## config.mk

```make
export PLATFORM = sky130hd
export DESIGN_NAME = sevenseg_scan_driver
export DESIGN_NICKNAME = d
export VERILOG_FILES = /design/src/rtl/sevenseg_scan_driver.sv
export SDC_FILE = /design/constraint.sdc
export NUM_CORES = 1
export LEC_CHECK = 0
export CORE_AREA = 2 2 114 116
export CTS_BUF_LIST = sky130_fd_sc_hd__clkbuf_4 sky130_fd_sc_hd__clkbuf_8
export CTS_CLUSTER_SIZE = 10
export DETAILED_ROUTE_END_ITERATION = 10
export DIE_AREA = 0 0 116 118
export PLACE_DENSITY = 0.42
export SYNTH_ARGS = -nofsm -noshare
export SYNTH_HDL_FRONTEND = slang
export SYNTH_SLANG_ARGS = --single-unit
export TNS_END_PERCENT = 100
```

## constraint.sdc

```tcl
create_clock -name clk_i -period 5 [get_ports clk_i]
set_input_delay 1 -clock clk_i [delete_from_list [all_inputs] [get_ports clk_i]]
set_output_delay 1 -clock clk_i [all_outputs]
set_load 0.05 [all_outputs]
```

## src/rtl/sevenseg_scan_driver.sv

```systemverilog
// Multiplexed scan driver for a common-anode seven-segment display.
// Double-buffers the BCD digits so each frame is shown from one consistent snapshot.
module sevenseg_scan_driver #(
    parameter int unsigned CLK_FREQ_HZ = 100_000_000,
    parameter int unsigned SCAN_HZ     = 1000,
    parameter int unsigned NUM_DIGITS  = 4
) (
    input  logic                    clk_i,
    input  logic                    rst_i,
    input  logic [4*NUM_DIGITS-1:0] digits_i,
    input  logic [NUM_DIGITS-1:0]   dp_mask_i,
    input  logic                    lz_blank_i,
    input  logic                    enable_i,
    input  logic                    update_i,
    output logic                    update_ack_o,
    output logic                    frame_o,
    output logic [3:0]              decimal_o,
    output logic                    is_dp_on_o,
    output logic [NUM_DIGITS-1:0]   anode_o
);

    localparam int unsigned TICK_CYCLES = CLK_FREQ_HZ / SCAN_HZ;
    localparam int unsigned CW = (TICK_CYCLES > 1) ? $clog2(TICK_CYCLES) : 1;
    localparam int unsigned IW = (NUM_DIGITS > 1) ? $clog2(NUM_DIGITS) : 1;
    localparam logic [CW-1:0] CNT_LAST = CW'(TICK_CYCLES - 1);
    localparam logic [IW-1:0] IDX_LAST = IW'(NUM_DIGITS - 1);

    logic [CW-1:0]           cnt_q, cnt_d;
    logic [IW-1:0]           idx_q, idx_d;
    logic                    pending_q, pending_d;
    logic [4*NUM_DIGITS-1:0] stage_dig_q, stage_dig_d;
    logic [NUM_DIGITS-1:0]   stage_dp_q, stage_dp_d;
    logic [4*NUM_DIGITS-1:0] shadow_dig_q, shadow_dig_d;
    logic [NUM_DIGITS-1:0]   shadow_dp_q, shadow_dp_d;
    logic [NUM_DIGITS-1:0]   anode_q, anode_d;
    logic [3:0]              decimal_q, decimal_d;
    logic                    dp_on_q, dp_on_d;
    logic                    ack_q, ack_d;
    logic                    frame_q, frame_d;

    logic                    tick, wrap;
    logic [NUM_DIGITS-1:0]   blank;
    logic                    zero_run;
    logic [3:0]              sel_dig;
    logic                    sel_dp;
    logic                    sel_blank;

    always_comb begin
        tick = (cnt_q == CNT_LAST);
        wrap = tick && (idx_q == IDX_LAST);

        cnt_d = tick ? '0 : cnt_q + CW'(1);
        idx_d = idx_q;
        if (tick) begin
            idx_d = wrap ? '0 : idx_q + IW'(1);
        end

        // Commit reads the pre-edge staging, so an update landing on the wrap waits a frame.
        stage_dig_d  = update_i ? digits_i  : stage_dig_q;
        stage_dp_d   = update_i ? dp_mask_i : stage_dp_q;
        shadow_dig_d = shadow_dig_q;
        shadow_dp_d  = shadow_dp_q;
        pending_d    = pending_q || update_i;
        if (wrap && pending_q) begin
            shadow_dig_d = stage_dig_q;
            shadow_dp_d  = stage_dp_q;
            pending_d    = update_i;
        end
        ack_d   = wrap && pending_q;
        frame_d = wrap;

        // Walk from the most significant digit down while the run of blank zeros holds.
        zero_run = lz_blank_i;
        blank    = '0;
        for (int unsigned j = 0; j < NUM_DIGITS; j++) begin
            zero_run = zero_run && (shadow_dig_q[4*(NUM_DIGITS-1-j) +: 4] == 4'd0)
                                && !shadow_dp_q[NUM_DIGITS-1-j];
            blank[NUM_DIGITS-1-j] = zero_run && ((NUM_DIGITS - 1 - j) != 0);
        end

        sel_dig   = 4'hF;
        sel_dp    = 1'b0;
        sel_blank = 1'b0;
        for (int unsigned k = 0; k < NUM_DIGITS; k++) begin
            if (idx_q == IW'(k)) begin
                sel_dig   = shadow_dig_q[4*k +: 4];
                sel_dp    = shadow_dp_q[k];
                sel_blank = blank[k];
            end
        end

        anode_d   = '1;
        decimal_d = 4'hF;
        dp_on_d   = 1'b0;
        if (enable_i) begin
            for (int unsigned k = 0; k < NUM_DIGITS; k++) begin
                anode_d[k] = (idx_q != IW'(k));
            end
            decimal_d = sel_blank ? 4'hF : sel_dig;
            dp_on_d   = sel_dp;
        end
    end

    always_ff @(posedge clk_i) begin
        if (rst_i) begin
            cnt_q        <= '0;
            idx_q        <= '0;
            pending_q    <= 1'b0;
            stage_dig_q  <= '1;
            stage_dp_q   <= '0;
            shadow_dig_q <= '1;
            shadow_dp_q  <= '0;
            anode_q      <= '1;
            decimal_q    <= 4'hF;
            dp_on_q      <= 1'b0;
            ack_q        <= 1'b0;
            frame_q      <= 1'b0;
        end else begin
            cnt_q        <= cnt_d;
            idx_q        <= idx_d;
            pending_q    <= pending_d;
            stage_dig_q  <= stage_dig_d;
            stage_dp_q   <= stage_dp_d;
            shadow_dig_q <= shadow_dig_d;
            shadow_dp_q  <= shadow_dp_d;
            anode_q      <= anode_d;
            decimal_q    <= decimal_d;
            dp_on_q      <= dp_on_d;
            ack_q        <= ack_d;
            frame_q      <= frame_d;
        end
    end

    assign anode_o      = anode_q;
    assign decimal_o    = decimal_q;
    assign is_dp_on_o   = dp_on_q;
    assign update_ack_o = ack_q;
    assign frame_o      = frame_q;

endmodule

```

==> results by group <==
Global routing
  • Initial antenna violation count: 0
  • Vias in the first global route: between 2,000 and 2,500
  • All-Layer GR Usage: 0.1051
  • Global-route wire length before repair: 11.10 mm
  • GR Overflow Total: 0
  • Largest net degree at the start of global routing: 38

STA
  • FMAX: just over 0.4 GHz
  • Setup Skew: 0.005634 ns
  • Worst rel slew slack: 0.5600
  • RSZ-0062 raised after global routing: false
  • Clock period minus worst slack: about 2.5 ns
  • Sum of negative setup slack: 0 ns
  • Final hold vios: 0
  • Hold_ws: ~0.47 ns
  • Period utilization: 0.4974
  • Setup-violating endpoint count in the final report: 0
  • Final Max Tran Viols: 0
  • Slew @ Worst Pin: 0.6599 ns

Synthesis
  • Yosys top cell area share: 0.4663
  • Synthesized flop and latch total: 71
  • Post-synth ARST share: 0
  • Post-Syn Instances: 327
  • Synth area leader: dfxtp_1
  • Syn avg cell area: 9.321 um2
  • YS warnings: 0
  • Main synth FF type: dfxtp_1
  • Top post-synthesis cells by area: dfxtp_1 (47%), nor2_1 (7.4%), mux2i_1 (6.9%)
  • Sequential area share after synthesis: 0.4663
  • Yosys cell types: 44
  • Mapped cell area: between 3000 and 4000 um2
  • EDFF count, synth: 0
  • Syn nets: 357

Drt
  • Antenna-violating nets left: 0
  • Via count: roughly 2,200
  • Via/cell ratio: ~4.2
  • Detailed Route WL: roughly 6.4 mm
  • Wirelength per Cell: 12.11 um
  • 1st-pass router iterations: 4
  • Iteration-0 DRC Markers: roughly 110
  • Drc violations: 0

Finish
  • Most frequent cells in the layout: dfxtp_1 (71), nor2_1 (60), clkdlybuf4s50_1 (34), mux2i_1 (21), nor2b_1 (18)
  • Commonest non-fill, non-tap cell in the layout: dfxtp_1
  • Area growth from synthesis to layout: 21.39%
  • Fill count: 1,380
  • Share of layout cells above drive strength 1: 0.08078
  • Antenna Cells: 0
  • Nets: roughly 380

CTS
  • CTS Buf Count: 9
  • Root Driver: clkbuf_8
  • Setup repair bufs after CTS: 0
  • Cts hold-fix bufs: 0
  • Clk sink count: 71
  • Clock buffer depth: 2
  • Resized Gates After CTS: 0
  • CTS tree: done
  • Clock slew at reported path FFs: 0.07 ns
  • # H-tree levels: 3
  • Clock Latency Late Sink: 0.36 ns

Floorplan
  • Die ar.: between 10,000 and 15,000 um2
  • Starting Density: 0.2455
  • CORE AREA: 12,410 um2
  • I/O pin cnt: 36
  • Die Y: 118 um
  • Site Rows: just over 40
  • Die span in x: about 120 um

Worst setup path
  • Crit path largest cell delay: 0.80 ns
  • WS Path Type: reg -> out
  • Slowest-stage cell, CP: clkdlybuf4s50_1
  • Worst r2r src: cnt_q[0]
  • Worst path cell trace: clkdlybuf4s50_1
  • Critical path capture point type: output port
  • Critical path required time: ~4 ns
  • Crit path from: decimal_o[2]
  • Buf/Inv on CP: 1
  • Worst Setup Start Kind: flop
  • CP delay by family, top: buffers and inverters
  • Worst EP arrival: between 1 and 1.5 ns
  • Critical path fanouts, max: 1

Power and ir drop
  • Pwr per Cell Area: a little over 300 nW/um2
  • LEAKAGE: 1.333 nW
  • Maximum vdd drop: approximately 0.18 mV

Placed design
  • Final GP Congestion: roughly 0.73
  • Port bufs: 35
  • Final HPWL DP: roughly 4.5 mm

Run
  • Max-Cap Viols: 0

Worst hold path
  • Hold WC Path Type: reg -> reg
  • Hold path start: cnt_q[0]

Outcome
  • Status: completed
-- cells in the mapped netlist, types with 5 or more instances --
cell type and count:
nand3_1 11, a211o_1 16, a21oi_1 13, dfxtp_1 71, nor2b_1 18, mux2i_1 21
nand2_1 13, xor2_1 6, nand4_1 7, xnor2_1 7, o21ai_0 10, clkbuf_1 11
nor2_1 60, ha_1 5, inv_1 9
-- per-stage QoR --
stage,cell area [um2],util,worst slack [ns],total power [mW],std cells
6_report,3700,0.2980,2.513,1.116,531
5_1_grt,3700,0.2980,2.442,1.173,531
4_1_cts,3700,0.2980,2.462,1.143,531
3_5_place_dp,3502,0.2821,2.328,0.6659,515
3_3_place_gp,3502,0.2821,2.374,0.6653,515
2_1_floorplan,3048,-,2.930,0.6386,327
-- logic make-up after synthesis --
group                      count (synthesis)  synth area share
muxes                                     21           0.06896
xor gates and xnor gates                  13           0.03736
AOI/OAI and AO/OA                         50            0.1129
and+or+nand+nor                          137            0.2430
buffers and inverters                     30           0.05090
adders and majority gates                  5           0.02053
DFF                                       71            0.4663
-- path summary, 6_finish.rpt --
check	end	slack [ns]	cells after the start
setup / recovery	decimal_o[2]	2.51	1
hold / removal	cnt_q[0]	0.47	1
hold reg to reg	cnt_q[0]	0.47	1
setup reg to reg	cnt_q[14]	2.97	5
-- sequential cells by signal, summed over array words and instances (netlist names) --
register / count
cnt_q: 17
shadow_dig_q: 16
stage_dig_q: 16
anode_o: 4
decimal_o: 4
shadow_dp_q: 4
stage_dp_q: 4
idx_q: 2
frame_o: 1
is_dp_on_o: 1
pending_q: 1
update_ack_o: 1
-- metal layers --
| metal | vias up | GRT usage | share of wire | wire, um |
|---|---|---|---|---|
| met5 | - | 0 | 0 | 0 |
| met4 | 0 | 0.04836 | 0.016 | 106 |
| met3 | 10 | 0.04325 | 0.042 | 270 |
| met2 | 32 | 0.1429 | 0.43 | 2779 |
| met1 | 1002 | 0.1430 | 0.51 | 3273 |
| li1 | 1192 | - | - | - |
-- report_power, final --
group | internal (mW) | switching (mW)
sequential | 0.579 | 0.00820
combinational | 0.0348 | 0.0292
clock | 0.253 | 0.211
-- area by class of cell --
cell class,count,area (um2),share of cell area
Multi-Input combinational cell,226,1471,0.3977
Clock inverter,4,45.04,0.01217
Sequential cell,71,1421,0.3842
Tap cell,172,215.2,0.05817
Timing Repair Buffer,37,360.3,0.09740
Inverter,9,33.78,0.009131
Clock buffer,12,152.6,0.04126
No activity file was read; power rests on OpenSTA's default activity.
